===== src/rtl/xalu_seq_if.sv =====
// xalu_seq_if: operand/function request and result/status bus of the sequential ALU
interface xalu_seq_if #(parameter int WIDTH = 8);
    logic             start;
    logic [3:0]       op;
    logic [WIDTH-1:0] a;
    logic [WIDTH-1:0] b;
    logic             ci;
    logic             com;
    logic             busy;
    logic             done;
    logic [WIDTH-1:0] result;
    logic [WIDTH-1:0] result_hi;
    logic             co;
    logic             ovf;
    logic             equ;
    logic             zero;
    logic             neg_zero;
    modport master (
        output start, op, a, b, ci, com,
        input  busy, done, result, result_hi, co, ovf, equ, zero, neg_zero
    );
    modport slave (
        input  start, op, a, b, ci, com,
        output busy, done, result, result_hi, co, ovf, equ, zero, neg_zero
    );
endinterface


===== src/rtl/xalu_seq.sv =====
// xalu_seq: sequential ALU with registered result/flags, start/done handshake, iterative shift/rotate/multiply
module xalu_seq #(parameter int WIDTH = 8) (
    input logic       clk,
    input logic       rst,
    xalu_seq_if.slave bus
);
    localparam int CW = $clog2(WIDTH);
    localparam logic [CW:0] NMUL = (CW+1)'(WIDTH);
    localparam logic [3:0] OP_ADD = 4'd0, OP_SUB = 4'd1, OP_AND = 4'd2, OP_OR = 4'd3, OP_XOR = 4'd4,
                           OP_PASSB = 4'd6, OP_SHL = 4'd7, OP_SHR = 4'd8, OP_ROL = 4'd9, OP_MUL = 4'd10;

    typedef enum logic {IDLE, EXEC} state_t;

    state_t           r_state, w_nstate;
    logic [3:0]       r_op;
    logic             r_ci, r_com;
    logic [CW:0]      r_cnt;
    logic [WIDTH-1:0] r_acc, r_hi, r_mq;
    logic             r_done, r_co, r_ovf, r_equ, r_zero, r_nz;
    logic [WIDTH-1:0] r_res, r_rhi;

    logic [CW-1:0]    w_k;
    logic             w_arith, w_shift, w_multi, w_accept;
    logic [WIDTH-1:0] w_bs, w_sres;
    logic [WIDTH:0]   w_sum, w_madd;
    logic             w_sco, w_sovf;
    logic [WIDTH-1:0] w_sh, w_mhi, w_mlo;
    logic             w_shout;
    logic             w_fin, w_fcom, w_fco, w_fovf;
    logic [WIDTH-1:0] w_fres, w_fhi, w_out;

    // Single-cycle datapath evaluated on the live inputs at capture time
    assign w_k      = bus.b[CW-1:0];
    assign w_arith  = (bus.op == OP_ADD) || (bus.op == OP_SUB);
    assign w_shift  = (bus.op == OP_SHL) || (bus.op == OP_SHR) || (bus.op == OP_ROL);
    assign w_multi  = (bus.op == OP_MUL) || (w_shift && (w_k != '0));
    assign w_accept = (r_state == IDLE) && bus.start;
    assign w_bs     = (bus.op == OP_SUB) ? ~bus.b : bus.b;
    assign w_sum    = {1'b0, bus.a} + {1'b0, w_bs} + {{WIDTH{1'b0}}, bus.ci};
    assign w_sres   = w_arith ? w_sum[WIDTH-1:0] :
                      (bus.op == OP_AND)   ? (bus.a & bus.b) :
                      (bus.op == OP_OR)    ? (bus.a | bus.b) :
                      (bus.op == OP_XOR)   ? (bus.a ^ bus.b) :
                      (bus.op == OP_PASSB) ? bus.b : bus.a;
    assign w_sco    = w_arith && w_sum[WIDTH];
    assign w_sovf   = w_arith && (bus.a[WIDTH-1] == w_bs[WIDTH-1]) && (w_sum[WIDTH-1] != bus.a[WIDTH-1]);

    // One iteration step: single-bit shift/rotate, or one shift-add multiply step
    assign w_sh     = (r_op == OP_SHL) ? {r_acc[WIDTH-2:0], r_ci} :
                      (r_op == OP_SHR) ? {r_ci, r_acc[WIDTH-1:1]} : {r_acc[WIDTH-2:0], r_acc[WIDTH-1]};
    assign w_shout  = (r_op == OP_SHR) ? r_acc[0] : r_acc[WIDTH-1];
    assign w_madd   = {1'b0, r_hi} + (r_mq[0] ? {1'b0, r_acc} : '0);
    assign w_mhi    = w_madd[WIDTH:1];
    assign w_mlo    = {w_madd[0], r_mq[WIDTH-1:1]};

    // State register
    always_ff @(posedge clk) begin
        if (rst) r_state <= IDLE;
        else     r_state <= w_nstate;
    end

    // Next state and the values committed to the outputs on completion
    always_comb begin
        w_nstate = r_state;
        w_fin    = 1'b0;
        w_fres   = w_sres;
        w_fhi    = '0;
        w_fco    = w_sco;
        w_fovf   = w_sovf;
        w_fcom   = bus.com;
        if (r_state == IDLE) begin
            if (bus.start) begin
                w_nstate = w_multi ? EXEC : IDLE;
                w_fin    = !w_multi;
            end
        end else if (r_cnt == 1) begin
            w_nstate = IDLE;
            w_fin    = 1'b1;
            w_fres   = (r_op == OP_MUL) ? w_mlo : w_sh;
            w_fhi    = (r_op == OP_MUL) ? w_mhi : '0;
            w_fco    = (r_op == OP_MUL) ? (w_mhi != '0) : w_shout;
            w_fovf   = 1'b0;
            w_fcom   = r_com;
        end
    end

    assign w_out = w_fcom ? ~w_fres : w_fres;

    // Operand capture, iteration and registered outputs
    always_ff @(posedge clk) begin
        if (rst) begin
            r_op   <= '0;
            r_ci   <= 1'b0;
            r_com  <= 1'b0;
            r_cnt  <= '0;
            r_acc  <= '0;
            r_hi   <= '0;
            r_mq   <= '0;
            r_done <= 1'b0;
            r_res  <= '0;
            r_rhi  <= '0;
            r_co   <= 1'b0;
            r_ovf  <= 1'b0;
            r_equ  <= 1'b0;
            r_zero <= 1'b0;
            r_nz   <= 1'b0;
        end else begin
            r_done <= w_fin;
            if (w_accept) begin
                r_op  <= bus.op;
                r_ci  <= bus.ci;
                r_com <= bus.com;
                r_equ <= (bus.a == bus.b);
                r_acc <= bus.a;
                r_hi  <= '0;
                r_mq  <= bus.b;
                r_cnt <= (bus.op == OP_MUL) ? NMUL : {1'b0, w_k};
            end else if (r_state == EXEC) begin
                r_cnt <= r_cnt - 1'b1;
                r_acc <= (r_op == OP_MUL) ? r_acc : w_sh;
                r_hi  <= w_mhi;
                r_mq  <= w_mlo;
            end
            if (w_fin) begin
                r_res  <= w_out;
                r_rhi  <= w_fhi;
                r_co   <= w_fco;
                r_ovf  <= w_fovf;
                r_zero <= (w_out == '0);
                r_nz   <= &w_out;
            end
        end
    end

    assign bus.busy      = (r_state == EXEC);
    assign bus.done      = r_done;
    assign bus.result    = r_res;
    assign bus.result_hi = r_rhi;
    assign bus.co        = r_co;
    assign bus.ovf       = r_ovf;
    assign bus.equ       = r_equ;
    assign bus.zero      = r_zero;
    assign bus.neg_zero  = r_nz;
endmodule


===== src/flat_wrapper.sv =====
// flat-port wrapper written by rule: the top's interface ports become plain ports
module xalu_seq_flat 
#(parameter int WIDTH = 8)
  (clk, rst, bus_start, bus_op, bus_a, bus_b, bus_ci, bus_com, bus_busy, bus_done, bus_result, bus_result_hi, bus_co, bus_ovf, bus_equ, bus_zero, bus_neg_zero);
  xalu_seq_if #(.WIDTH(WIDTH)) bus_i ();
  input logic clk;
  input logic rst;
  input wire logic [$bits(bus_i.start)-1:0] bus_start;
  input wire logic [$bits(bus_i.op)-1:0] bus_op;
  input wire logic [$bits(bus_i.a)-1:0] bus_a;
  input wire logic [$bits(bus_i.b)-1:0] bus_b;
  input wire logic [$bits(bus_i.ci)-1:0] bus_ci;
  input wire logic [$bits(bus_i.com)-1:0] bus_com;
  output wire logic [$bits(bus_i.busy)-1:0] bus_busy;
  output wire logic [$bits(bus_i.done)-1:0] bus_done;
  output wire logic [$bits(bus_i.result)-1:0] bus_result;
  output wire logic [$bits(bus_i.result_hi)-1:0] bus_result_hi;
  output wire logic [$bits(bus_i.co)-1:0] bus_co;
  output wire logic [$bits(bus_i.ovf)-1:0] bus_ovf;
  output wire logic [$bits(bus_i.equ)-1:0] bus_equ;
  output wire logic [$bits(bus_i.zero)-1:0] bus_zero;
  output wire logic [$bits(bus_i.neg_zero)-1:0] bus_neg_zero;
  assign bus_i.start = bus_start;
  assign bus_i.op = bus_op;
  assign bus_i.a = bus_a;
  assign bus_i.b = bus_b;
  assign bus_i.ci = bus_ci;
  assign bus_i.com = bus_com;
  assign bus_busy = bus_i.busy;
  assign bus_done = bus_i.done;
  assign bus_result = bus_i.result;
  assign bus_result_hi = bus_i.result_hi;
  assign bus_co = bus_i.co;
  assign bus_ovf = bus_i.ovf;
  assign bus_equ = bus_i.equ;
  assign bus_zero = bus_i.zero;
  assign bus_neg_zero = bus_i.neg_zero;
  xalu_seq #(.WIDTH(WIDTH)) u_core (.clk(clk), .rst(rst), .bus(bus_i));
endmodule

===== config.mk =====
export PLATFORM = sky130hd
export DESIGN_NAME = xalu_seq_flat
export DESIGN_NICKNAME = d
export VERILOG_FILES = /design/src/rtl/xalu_seq_if.sv /design/src/rtl/xalu_seq.sv /design/src/flat_wrapper.sv
export SDC_FILE = /design/constraint.sdc
export NUM_CORES = 1
export LEC_CHECK = 0
export BUFFER_PORTS_ARGS = -buffer_cell sky130_fd_sc_hd__buf_2
export CORE_MARGIN = 2
export CORE_UTILIZATION = 54
export CTS_CLUSTER_DIAMETER = 80
export DETAILED_ROUTE_END_ITERATION = 7
export MAX_ROUTING_LAYER = met4
export PLACE_DENSITY_LB_ADDON = 0.25
export SETUP_SLACK_MARGIN = 0.2
export SYNTH_ARGS = -nofsm -noshare
export SYNTH_HDL_FRONTEND = slang
export SYNTH_SLANG_ARGS = --single-unit

===== constraint.sdc =====
create_clock -name clk -period 3.7 [get_ports clk]
set_clock_uncertainty 0.05 [all_clocks]
set_input_delay 0.185 -clock clk [delete_from_list [all_inputs] [get_ports clk]]
set_output_delay 0.185 -clock clk [all_outputs]
set_load 0.02 [all_outputs]

==> results of run 1 <==
[state kept, by name, summed over array words and instances (netlist names)]
| name | count |
|---|---|
| u_core.bus.busy | 1 |
| u_core.bus.co | 1 |
| u_core.bus.done | 1 |
| u_core.bus.equ | 1 |
| u_core.bus.neg_zero | 1 |
| u_core.bus.ovf | 1 |
| u_core.bus.result | 8 |
| u_core.bus.result_hi | 8 |
| u_core.bus.zero | 1 |
| u_core.r_acc | 8 |
| u_core.r_ci | 1 |
| u_core.r_cnt | 4 |
| u_core.r_com | 1 |
| u_core.r_hi | 8 |
| u_core.r_mq | 8 |
| u_core.r_op | 4 |
[worst min-delay path, stage by stage]
cell and delay [ns]:
buf_2 0.11, nand2_1 0.05, a21oi_1 0.05
[final timing paths]
kind / from / endpoint / cells after the start
worst min-delay path: bus_com / u_core.r_com / 3
worst max register to register: u_core.r_acc[0] / u_core.bus.co / 12
worst min register to register: u_core.bus.result[5] / u_core.bus.result[5] / 2
worst max-delay path: u_core.r_acc[0] / u_core.bus.co / 12
[cells by family after synthesis]
logic type               after synthesis
buffers and inverters                 67
XOR/XNOR                              23
AND/OR/NAND/NOR                      195
adder cells (fa/ha/maj)               36
flip-flops                            57
AO/OA/AOI/OAI                        166
multiplexers                          27
[power by group]
group	switching [W]	internal (W)
Clock	0.000253	0.000373
Combinational	0.000261	0.000171
Sequential	0.0000334	0.000647
Total	0.000548	0.00119
[Yosys cell counts, types with 3 or more instances]
cell	number	area share (%)
o21ai_0	28	3.2
a31oi_1	6	0.86
o211ai_1	10	1.7
nor3b_1	7	1.2
nand4bb_1	3	0.77
fa_1	3	1.4
a22oi_1	9	1.5
ha_1	33	9.4
buf_2	4	0.46
xnor2_1	18	3.6
a21oi_1	48	5.5
a211oi_1	18	3.1
buf_1	6	0.51
o22ai_1	8	1.1
clkbuf_1	25	2.1
nand2_1	51	4.4
nor2b_1	7	1.0
a311oi_1	3	0.60
xor2_1	5	1.0
and3_1	3	0.43
and2_1	10	1.4
dfxtp_1	57	26
a21o_1	4	0.69
or4_1	3	0.51
nand2b_1	7	1.0
nand3_1	4	0.46
nor2_1	68	5.8
nor3_1	14	1.6
o21a_1	6	1.0
mux2i_1	25	5.7
inv_1	31	2.7
o31ai_1	3	0.51
[final cells by class]
type	count	area, µm²	area share (%)
repair buffers	61	340	6.90
inverters	31	116	2.36
clock buffers	9	124	2.51
multi-input cells	447	3000	60.8
clock inverters	6	83.8	1.70
well taps	102	128	2.59
flip-flops and latches	57	1140	23.2
[routing by layer]
| metal | global-route usage, % | vias up |
|---|---|---|
| li1 | - | 2122 |
| met1 | 36.6 | 2047 |
| met2 | 46.7 | 180 |
| met3 | 5.06 | 23 |
| met4 | 10.6 | 0 |
| met5 | - | - |
[metrics by stage]
step	power [W]	hold WS, ns	setup slack (ns)	area (µm²)	utilization, %
after detailed placement	0.00112	0.394	0.148	4720	60.4
after global placement	0.00111	0.388	0.309	4720	60.4
after global routing	0.00182	0.0722	0.236	4930	63.2
after floorplan	0.000994	0.219	0.222	4390	-
final	0.00174	0.0577	0.456	4930	63.2
after CTS	0.00174	0.0453	0.229	4920	63.1
==> impl_metrics.json, run 1 <==
{
  "drv_slew": 0,
  "slew_headroom_pct": 31.2,
  "cts_sinks": 57,
  "rrSetupSlack_ns": 0.46,
  "hpwlAfterDp_um": 8650,
  "h-tree-depth": 3,
  "synth_top_family_by_area": "compound AO/OA/AOI/OAI gates",
  "postSynthCellCount": 571,
  "nFillCells": 699,
  "drc": 0,
  "critical_path.max_stage_delay_ns": 0.51,
  "yosys.area_share.simple_pct": 21.9,
  "arrival_ns": 3.37,
  "synth_cell_type_count": 63,
  "numCtsBuffers": 9,
  "cts_resized": 0,
  "postCtsHoldBufs": 0,
  "critPathMaxFanout": 4,
  "grt_pass1_vias": 4132,
  "crit_slowest_cell": "or4_1",
  "start_util_pct": 56.1,
  "synth_xor_area_share_pct": 4.60,
  "cp_num_buf_inv": 1,
  "via_per_inst": 6.13,
  "grt_start_max_net_pins": 58,
  "cap_viol_max_count": 0,
  "cpLargestDelayFamily": "simple AND/OR/NAND/NOR gates",
  "tns_ns": 0,
  "synthArstFlopShare_pct": 0,
  "crit_chain": "and2_1, ha_1, inv_1, fa_1, nor2b_1, o21ai_0, a21boi_2, nor2_1, or4_1, or4_1, a31oi_1, a211oi_1",
  "drt_iter0_markers": 293,
  "io_buffers": 47,
  "synth_area_per_cell_um2": 7.67,
  "cts_buffer_depth": 2,
  "grt_pass1_wl_um": 19700,
  "die_h_um": 94.1,
  "area_growth_pct": 12.6,
  "place_inst": 698,
  "synthAdderAreaFrac_pct": 10.8,
  "die_area_um2": 8850,
  "mostFrequentLayoutCell": "nor2_1",
  "met1Wirelength_um": 5210,
  "grt_antenna_before_repair": 0,
  "max_freq_mhz": 308,
  "synth_nets": 632,
  "start_kind": "flop",
  "stdcell_count": 713,
  "top_layer": "met4",
  "wl_met2_um": 5680,
  "synth-edff-count": 0,
  "cts_tree": "yes",
  "final_hold_viol_count": 0,
  "final_nets": 668,
  "yosys_warnings": 0,
  "drive_above_1_share_pct": 14.9,
  "dr_wl_met3_um": 840,
  "clk_latency_ns": 0.34,
  "finalSetupViolCount": 0,
  "dr.pass1.iters": 5,
  "synth.area.mux_share_pct": 6.23,
  "peakVddDrop_mv": 0.239,
  "critPathMostFrequentCell": "or4_1",
  "fin_crit_sh_pct": 87.7,
  "grt_overflow": 0,
  "rows": 32,
  "grt_use_total_pct": 29.0,
  "pwr_density_cell_nw_per_um2": 352,
  "vias": 4372,
  "required_ns": 3.83,
  "syn-cell-area_um2": 4380,
  "gp_congestion": 0.908,
  "postCtsSetupBuffers": 0,
  "synthFlopType": "dfxtp_1",
  "synth-seq-cells": 57,
  "cts_root_buf": "clkbuf_8",
  "static-leakage-power_nw": 2.10,
  "diodes": 0,
  "hold_path.class": "primary input to flop",
  "final_cell_mix": "67 x nor2_1, 56 x dfxtp_1, 51 x nand2_1, 48 x a21oi_1, 47 x buf_2",
  "rsz0062_at_grt": "no",
  "fp.dieW_um": 94.1,
  "post_drt_wl_per_cell_um": 16.8,
  "fin_crit_ns": 3.24,
  "core_um2": 7810,
  "drt_wl_total_um": 12000,
  "status": "finished, final reports clean",
  "yosysSeqAreaShare_pct": 26.0,
  "antenna_left": 0,
  "io_pins": 48,
  "worst_pin_slew_ns": 1.03,
  "cp-end-kind": "flop",
  "crit_type": "flop to flop",
  "path_clk_slew_ns": 0.07,
  "synth_compound_area_share_pct": 24.5
}
No activity file was read; power rests on OpenSTA's default activity.
==> run 2, diff against run 1 <==
--- a/config.mk
+++ b/config.mk
@@ -11,7 +11,7 @@
 export CTS_CLUSTER_DIAMETER = 80
 export DETAILED_ROUTE_END_ITERATION = 7
 export MAX_ROUTING_LAYER = met4
-export PLACE_DENSITY_LB_ADDON = 0.25
+export PLACE_DENSITY = 0.76
 export SETUP_SLACK_MARGIN = 0.2
 export SYNTH_ARGS = -nofsm -noshare
 export SYNTH_HDL_FRONTEND = slang
==> run 2 against run 1 <==
Against the previous run:
- register-to-register slack worse by 0.02 ns
- flip-flop and latch count stayed put
- power is 3.1% lower
- setup slack worse by 0.022 ns
- fmax is 0.69% lower
- global-route usage is 0.56 points higher
- sequential power hardly changed
- utilization is 0.32 points lower
- wire length is 1.3% higher
- critical endpoint unchanged
- largest power group unchanged
==> impl_metrics.json, run 2 (synthesis gave the netlist of run 1 again) <==
{
  "status": "finished, final reports clean",
  "mostFrequentLayoutCell": "nor2_1",
  "regToRegStartpoint": "u_core.r_mq[0]",
  "dp_slack_ns": 0.148,
  "grt_pass1_vias": 4137,
  "crit_type": "flop to flop",
  "grt_start_max_net_pins": 58,
  "nFillCells": 704,
  "arrival_ns": 3.39,
  "numCtsBuffers": 9,
  "die_h_um": 94.1,
  "hold_path.class": "primary input to flop",
  "critPathMaxFanout": 9,
  "cts_tree": "yes",
  "postCtsSetupBuffers": 0,
  "cts_buffer_depth": 2,
  "dr.pass1.iters": 4,
  "holdWs_ns": 0.0548,
  "postCtsHoldBufs": 0,
  "cp_num_buf_inv": 1,
  "multiInputGateArea_um2": 3000,
  "drt_wl_total_um": 12100,
  "cpLargestDelayFamily": "simple AND/OR/NAND/NOR gates",
  "startpoint": "u_core.r_mq[0]",
  "io_pins": 48,
  "cts_resized": 0,
  "core_um2": 7810,
  "io_buffers": 47,
  "die_area_um2": 8850,
  "grt_pass1_wl_um": 20000,
  "rows": 32,
  "clk_latency_ns": 0.34,
  "antenna_left": 0,
  "rrSetupSlack_ns": 0.43,
  "cp-end-kind": "flop",
  "cts_sinks": 57,
  "worstHoldStart": "bus_com",
  "critical_path.max_stage_delay_ns": 0.54,
  "max_freq_mhz": 306,
  "crit_chain": "and2_1, ha_1, inv_1, fa_1, nor2b_1, o21ai_0, a21boi_2, nor2_1, or4_1, or4_1, a31oi_1, a211oi_1",
  "pwr_density_cell_nw_per_um2": 343,
  "drive_above_1_share_pct": 14.7,
  "crit_slowest_cell": "or4_1",
  "diodes": 0,
  "start_util_pct": 56.1,
  "start_kind": "flop",
  "h-tree-depth": 3,
  "tns_ns": 0,
  "gp_congestion": 0.996,
  "area_growth_pct": 12.0,
  "drt_iter0_markers": 332,
  "final_cell_mix": "67 x nor2_1, 57 x dfxtp_1, 51 x nand2_1, 48 x a21oi_1, 47 x buf_2",
  "drc": 0,
  "slew_headroom_pct": 27.0,
  "finalSetupViolCount": 0,
  "cts_root_buf": "clkbuf_8",
  "hpwlAfterDp_um": 8860,
  "worst_pin_slew_ns": 1.09,
  "grt_overflow": 0,
  "grt_use_total_pct": 29.6,
  "fin_crit_sh_pct": 88.3,
  "post_drt_wl_per_cell_um": 17.0,
  "drv_slew": 0,
  "via_per_inst": 6.19,
  "final_nets": 668,
  "required_ns": 3.82,
  "path_clk_slew_ns": 0.07,
  "fin_crit_ns": 3.27,
  "cap_viol_max_count": 0,
  "worst_slack_ns": 0.433,
  "regArea_um2": 1140,
  "critPathMostFrequentCell": "or4_1",
  "fp.dieW_um": 94.1,
  "finalCoreUtilization_pct": 62.8,
  "grt_antenna_before_repair": 0,
  "rsz0062_at_grt": "yes",
  "static-leakage-power_nw": 2.09,
  "vias": 4412,
  "peakVddDrop_mv": 0.268,
  "final_hold_viol_count": 0
}
run 2: cell types whose count changed in the layout (fill, tap and decap cells not counted), sizes merged:
cell | before | now
bufinv | 2 | 1
clkinv | 4 | 3
clkinvlp | 0 | 2
run 2: per-layer routing:
metal / GRT usage [%] / routed length [µm]
met4: 9.18 / 216
met5: - / 0
met1: 39.1 / 5350
met2: 46.0 / 5480
met3: 5.54 / 1060
run 2: final cells by class:
cell class	count	area share (%)
clock inverters	6	1.22
clock buffers	9	2.52
flip-flops and latches	57	23.3
well taps	102	2.60
multi-input cells	447	61.1
inverters	31	2.37
repair buffers	61	6.94
run 2: path summary, 6_finish.rpt:
| check | depth (start not counted) | end |
|---|---|---|
| min | 3 | u_core.r_com |
| max reg2reg | 12 | u_core.bus.co |
| min reg2reg | 2 | u_core.bus.result[0] |
| max | 12 | u_core.bus.co |
run 2: report_power, final:
| part | internal (W) | switching, W |
|---|---|---|
| sequential | 0.000647 | 0.0000350 |
| combinational | 0.000171 | 0.000263 |
| clock | 0.000303 | 0.000265 |
run 2: metrics by stage:
step	area, µm²	cells	power, W
2_1_floorplan	4390	571	0.000994
3_5_place_dp	4720	698	0.00112
5_1_grt	4910	713	0.00177
6_report	4910	713	0.00168
4_1_cts	4900	713	0.00168
3_3_place_gp	4720	698	0.00111
run 2: worst register-to-register path: stages, from the launching register on:
cell	delay [ns]
dfxtp_1	0.44
and2_1	0.16
ha_1	0.15
inv_1	0.06
fa_1	0.42
nor2b_1	0.12
o21ai_0	0.12
a21boi_2	0.21
nor2_1	0.11
or4_1	0.54
or4_1	0.43
a31oi_1	0.20
a211oi_1	0.09
